$ cat config.mk
export PLATFORM = sky130hd
export DESIGN_NAME = crc16_tx_sequencer
export DESIGN_NICKNAME = d
export VERILOG_FILES = /design/src/rtl/crc16_tx_sequencer.sv
export SDC_FILE = /design/constraint.sdc
export NUM_CORES = 1
export LEC_CHECK = 0
export CAP_MARGIN = 10
export CORE_ASPECT_RATIO = 1.75
export CORE_MARGIN = 2
export CORE_UTILIZATION = 54
export DETAILED_ROUTE_END_ITERATION = 6
export GPL_TIMING_DRIVEN = 0
export PLACE_DENSITY = 0.9
export SLEW_MARGIN = 20
export SYNTH_ARGS = -nofsm -noshare
export SYNTH_HDL_FRONTEND = slang
export SYNTH_SLANG_ARGS = --single-unit
$ cat constraint.sdc
create_clock -name clk -period 2.3 [get_ports clk]
set_input_delay 0.345 -clock clk [delete_from_list [all_inputs] [get_ports clk]]
set_output_delay 0.345 -clock clk [all_outputs]
set_load 0.03 [all_outputs]
$ cat src/rtl/crc16_tx_sequencer.sv
// rtl/crc16_tx_sequencer.sv - USB DATA packet serializer: PID, payload bytes LSB-first, inverted CRC16
module crc16_tx_sequencer #(
    parameter int MAX_BYTES = 64,
    parameter int LEN_W     = 7,
    parameter int STALL_MAX = 16
) (
    input  logic             clk,
    input  logic             rst,
    input  logic             start,
    input  logic [7:0]       pid,
    input  logic [LEN_W-1:0] payload_len,
    input  logic             byte_valid,
    input  logic [7:0]       byte_data,
    output logic             byte_ready,
    input  logic             bit_ready,
    output logic             bit_valid,
    output logic             bit_out,
    output logic             busy,
    output logic             done,
    output logic             err
);

    localparam int SC_W = $clog2(STALL_MAX + 1);
    localparam logic [LEN_W-1:0] MAX_LEN    = LEN_W'(MAX_BYTES);
    localparam logic [SC_W-1:0]  STALL_LAST = SC_W'(STALL_MAX - 1);

    typedef enum logic [2:0] {S_IDLE, S_PID, S_FETCH, S_DATA, S_CRC} state_t;

    state_t           state, state_nx;
    logic [7:0]       shreg, shreg_nx;
    logic [3:0]       bit_cnt, bit_cnt_nx;
    logic [LEN_W-1:0] len_cnt, len_nx;
    logic [SC_W-1:0]  stall_cnt, stall_nx;
    logic [15:0]      crc, crc_nx;
    logic             done_nx, err_nx;
    logic             bit_xfer, byte_xfer, fb;

    assign bit_valid  = (state == S_PID) || (state == S_DATA) || (state == S_CRC);
    assign byte_ready = (state == S_FETCH);
    assign busy       = (state != S_IDLE);
    assign bit_xfer   = bit_valid && bit_ready;
    assign byte_xfer  = byte_valid && byte_ready;
    assign fb         = shreg[0] ^ crc[15];

    // CRC bits go out inverted, MSB first, indexed so the register itself stays frozen
    always_comb begin
        bit_out = 1'b0;
        case (state)
            S_PID, S_DATA: bit_out = shreg[0];
            S_CRC:         bit_out = ~crc[4'd15 - bit_cnt];
            default:       bit_out = 1'b0;
        endcase
    end

    always_comb begin
        state_nx   = state;
        shreg_nx   = shreg;
        bit_cnt_nx = bit_cnt;
        len_nx     = len_cnt;
        stall_nx   = stall_cnt;
        crc_nx     = crc;
        done_nx    = 1'b0;
        err_nx     = 1'b0;
        case (state)
            S_IDLE: begin
                if (start) begin
                    if (payload_len > MAX_LEN) begin
                        err_nx = 1'b1;
                    end else begin
                        state_nx   = S_PID;
                        shreg_nx   = pid;
                        len_nx     = payload_len;
                        crc_nx     = 16'hFFFF;
                        bit_cnt_nx = '0;
                        stall_nx   = '0;
                    end
                end
            end
            S_PID: begin
                if (bit_xfer) begin
                    shreg_nx = {1'b0, shreg[7:1]};
                    if (bit_cnt == 4'd7) begin
                        bit_cnt_nx = '0;
                        state_nx   = (len_cnt != '0) ? S_FETCH : S_CRC;
                    end else begin
                        bit_cnt_nx = bit_cnt + 4'd1;
                    end
                end
            end
            S_FETCH: begin
                if (byte_xfer) begin
                    shreg_nx = byte_data;
                    stall_nx = '0;
                    state_nx = S_DATA;
                end else if (stall_cnt == STALL_LAST) begin
                    stall_nx = '0;
                    err_nx   = 1'b1;
                    state_nx = S_IDLE;
                end else begin
                    stall_nx = stall_cnt + SC_W'(1);
                end
            end
            S_DATA: begin
                if (bit_xfer) begin
                    crc_nx   = {crc[14:0], 1'b0} ^ (fb ? 16'h8005 : 16'h0000);
                    shreg_nx = {1'b0, shreg[7:1]};
                    if (bit_cnt == 4'd7) begin
                        bit_cnt_nx = '0;
                        len_nx     = len_cnt - LEN_W'(1);
                        state_nx   = (len_cnt != LEN_W'(1)) ? S_FETCH : S_CRC;
                    end else begin
                        bit_cnt_nx = bit_cnt + 4'd1;
                    end
                end
            end
            S_CRC: begin
                if (bit_xfer) begin
                    if (bit_cnt == 4'd15) begin
                        bit_cnt_nx = '0;
                        done_nx    = 1'b1;
                        state_nx   = S_IDLE;
                    end else begin
                        bit_cnt_nx = bit_cnt + 4'd1;
                    end
                end
            end
            default: state_nx = S_IDLE;
        endcase
    end

    always_ff @(posedge clk) begin
        if (rst) begin
            state     <= S_IDLE;
            shreg     <= '0;
            bit_cnt   <= '0;
            len_cnt   <= '0;
            stall_cnt <= '0;
            crc       <= 16'hFFFF;
            done      <= 1'b0;
            err       <= 1'b0;
        end else begin
            state     <= state_nx;
            shreg     <= shreg_nx;
            bit_cnt   <= bit_cnt_nx;
            len_cnt   <= len_nx;
            stall_cnt <= stall_nx;
            crc       <= crc_nx;
            done      <= done_nx;
            err       <= err_nx;
        end
    end

endmodule

### Word level (Yosys, flattened, before mapping)

Cells that the tools add are included.

* add/sub/neg operators: 4
* order comparisons: 2
* eq/ne operators: 19
* multiplexer cells: 49
* bitwise gates (word level): 5
* reduce and logical (&&, ||, !) cells: 19

Operators with widths (count)
* $mux W16: 4
* $mux W3: 12
* $mux W8: 4
* $pmux W16 S2: 1
* $mux W7: 4
* $mux W4: 6
* $pmux W8 S3: 1
* $mux W5: 4
* $xor A16 B16 Y16: 1
* $pmux W3 S5: 1
* $reduce_and A5 Y1: 3
* $pmux W7 S2: 1
* $pmux W4 S3: 1
* $ne A2 B1 Y1 const B: 5
* $ne A2 B2 Y1 const B: 5
* $pmux W5 S2: 1
* $reduce_and A9 Y1: 1
* $reduce_bool A3 Y1: 3
* $gt A7 B7 Y1 const B: 1
* $ne A7 B1 Y1 const B: 1
* $reduce_bool A7 Y1: 1
* $sub A7 B1 Y7 const B: 1
* $eq A3 B2 Y1 const B: 2
* $mux W1: 6
* 22 further kinds: 28

* flip-flop bits (word level): 45
* input port bits: 28
* output and inout port bits: 6

### Depth between registers and ports, before layout

* depth in word-level cells: 6
* depth in mapped cells: 7

### Worst setup path after synthesis

No wires, ideal clock.

* kind: reg2out
* start point: register bit_cnt[2]
* end point: output bit_out
* data arrival time: 2215 ps
* required time: 1955 ps
* setup slack: -260 ps
* stages on the path, launching flop included: 7
* path buffers: 1
* path through: dfxtp_1 clkbuf_1 mux4_2 nor2b_1 a211oi_1 a21oi_1 o21ai_0

* longest elaborated chain between the ends: 5

Ends and longest elaborated chain
* from (decl): RTL line 31 `logic [3:0] bit_cnt, bit_cnt_nx;`
* from (signal assigned): RTL line 144 `bit_cnt <= bit_cnt_nx;`
* $sub A4 B4 Y4: RTL line 50 `S_CRC: bit_out = ~crc[4'd15 - bit_cnt];`
* $bmux W1 S4: RTL line 50
* $mux W1 (implied by the code): RTL line 50
* $not A1 Y1: RTL line 50
* $pmux W1 S2: RTL line 48 `case (state)`
* to (decl): RTL line 17 `output logic bit_out,`

Every way passes these cells. The select of a mux whose other input is x is not followed.

### Worst setup path after layout

* start point: input payload_len[4]
* end point: register stall_cnt[2]

* longest elaborated chain between the ends: 3

Ends and longest elaborated chain
* from (decl): RTL line 11 `input logic [LEN_W-1:0] payload_len,`
* $gt A7 B7 Y1: RTL line 67 `if (payload_len > MAX_LEN) begin`
* $ne A2 B2 Y1 (no source line)
* $reduce_and A3 Y1 (no source line)
* to (signal assigned): RTL line 146 `stall_cnt <= stall_nx;`
* to (decl): RTL line 33 `logic [SC_W-1:0] stall_cnt, stall_nx;`

Every way passes these cells.
A chain may end at the register's enable or synchronous reset.

==> run metrics <==
H-tree depth 2; num rows 32; layout cells sized above 1 14.8%; period utilisation layout between 90 and 100%; GRT overflow 0; CTS clk-pin slew, worst paths 90 ps; final instance area 0.00307 mm²; Syn-to-layout area delta 25.1%; setup TNS 0 ps; top cell type's share of synthesized area 36.8%; Worst Setup End Kind flip-flop; Fin Hold WS 486 ps; FFs w/ async S/R, synth 0%; Post-DP HPWL 4.47 mm; met1 Usage GRT between 20% and 30%; Total Power ~2.8 mW; ant diodes 0; Initial Util 55.7%; die footprint just over 0.005 mm²; initial antenna violation count 0; Setup crit start kind input port; Final Util a little over two thirds; CTS Buf Count 5; global-route met2 utilization 48.3%; dpl cells roughly 360; Vert. Die Dim 93.1 µm; DR vias/cell 6.51; Die W between 50 and 60 µm; Slew headroom about three fifths; Finish-stage setup viols 0; clk sinks 45; GP Congestion slightly above 0.9; Final WS setup around 33 ps; Tmin final approximately 2300 ps; placed cell area between 0.002 and 0.003 mm²; PortBufs 33; All-Layer GR Usage a little over a quarter; number of fillers in the final layout ~340; Synth Instances about 280; flip-flop and latch count after synthesis 45; Clock Skew 13.4 ps; IO Pins 34; status finished, final reports clean; largest net degree at the start of global routing 15; CP Max Fanout 5; syn_area_per_cell about 9 µm²; CTS Buffer Depth 2; Peak VDD IR 0.804 mV; Initial DRT Pass Iterations 5; fin cells ~380; Pins Over Slew Limit 0; average wire per cell in the routed design between 15 and 20 µm; Main synth FF type dfxtp_1; fmax about 440 MHz; 1st-iter DRT viols about 110; Max-Cap Viols 0; Mapped Nets 310; YS warnings 0; first-pass GRT wire length around 10 mm; CTS tree built; Yosys top cell by area dfxtp_1; Nets 356; transition time of the tightest slew-check pin approximately 570 ps; Lkg Pwr around 1.1 nW; Clk Latency, worst-skew pair 310 ps; final hold vios 0; Placeable Area 0.00440 mm²; most instantiated cells after synthesis 45 x dfxtp_1, 34 x nor2_1, 19 x a21oi_1; register area share after synthesis a little under two fifths; RSZ-0062 raised after global routing true; routing usage on met3 approximately 4.6%; Data required, critical path roughly 2500 ps; EDFF count, synth 0; GRT Max-Usage Layer met2; WP data arrival around 2500 ps; pwr dens about 930 mW/mm²; Setup Slack @ Placement -598 ps; hold buffers post-CTS 0; final wirelength approximately 6.5 mm; DR DRC count 0; clk root buf clkbuf_8; Crit Path Category in2reg; Distinct cells, synth 53; count leader, synth dfxtp_1; synth top area cells dfxtp_1 37%, o22a_1 5.7%, nor2_1 5.2%, a21oi_1 3.9%, mux4_2 3.7%; cell area after synthesis ~0.0025 mm²; Hold WC Path Type reg2reg; vias in the first global route 2334; Vias ~2400; Final ANT Viol Nets 0
registers in the layout, indices dropped and copies added, names as in the netlist:
| register | flops |
|---|---|
| bit_cnt | 4 |
| stall_cnt | 5 |
| shreg | 8 |
| crc | 16 |
| err | 1 |
| len_cnt | 7 |
| done | 1 |
| state | 3 |
final cells by class:
type | count | area, µm² | area share [%]
multi-input combinational | 208 | 1490 | 48.4
sequential | 45 | 905 | 29.5
timing repair buffer | 41 | 395 | 12.9
clock buffer | 6 | 82.6 | 2.69
buffer | 16 | 75.1 | 2.45
tap | 51 | 63.8 | 2.08
clock inverter | 2 | 37.5 | 1.22
inverter | 6 | 22.5 | 0.734
what timing repair did:
item                                    in CTS  in global routing
endpoints found under the setup margin       7                 23
pin swaps                                    1                  7
setup buffers                                4                  4
resized for setup                           14                 13
per-layer routing:
layer,up-vias,share of wire (%),routed length [µm]
li1,1150,-,-
met2,100,54,3490
met3,24,4.3,280
met1,1167,39,2520
met4,0,3.2,211
met5,-,0,0
where the power goes:
group | internal, mW | total, mW | leakage [nW] | switching [mW]
sequential | 0.878 | 0.966 | 0.367 | 0.0877
combinational | 0.500 | 1.23 | 0.688 | 0.734
clock | 0.353 | 0.639 | 0.0574 | 0.285
critical path: stages:
cell and delay, ps:
clkdlybuf4s50_1 420, or4_4 560, o21a_4 240, a2111oi_2 570, o311a_1 260, nor3_1 50
cell usage in the layout, fill, tap and decap left out, types with 2 or more instances in the layout:
cell              n
dfxtp_1          44
nor2_1           33
clkdlybuf4s50_1  29
a21oi_1          19
o22a_1           16
nand2_1          14
o21ai_0          12
a22oi_1          10
buf_4             8
nor2b_1           7
a221oi_1          7
mux2i_1           6
clkbuf_1          6
a211oi_1          6
clkbuf_8          6
inv_1             5
a211oi_2          5
nand2b_1          5
ha_1              5
mux4_2            4
xor2_1            4
nor3_1            4
nand3_1           4
buf_2             3
clkbuf_2          3
buf_1             3
nor4_1            3
or4_1             3
o31ai_1           3
nand3b_1          2
or2_2             2
o211ai_1          2
nand4_1           2
a32oi_1           2
and2_1            2
nand4b_1          2
buf_6             2
dlymetal6s2s_1    2
final timing paths:
kind	slack, ps	end	cells past startpoint	start
min reg2reg	490	len_cnt[6]	2	len_cnt[6]
max reg2reg	160	crc[1]	6	state[1]
max	30	stall_cnt[2]	6	payload_len[4]
min	490	len_cnt[6]	2	len_cnt[6]
cells by family (layout without fill, tap and decap cells):
logic type,Yosys count,count (layout),synth area share [%]
flip-flops,45,45,36.8
buffers and inverters,24,71,4.08
multiplexers,11,11,6.59
AND/OR/NAND/NOR,93,93,19.4
XOR/XNOR,4,4,1.43
AO/OA/AOI/OAI,95,95,29.1
adder cells (fa/ha/maj),5,5,2.55
Note: power is estimated with default switching activity, not from simulation.
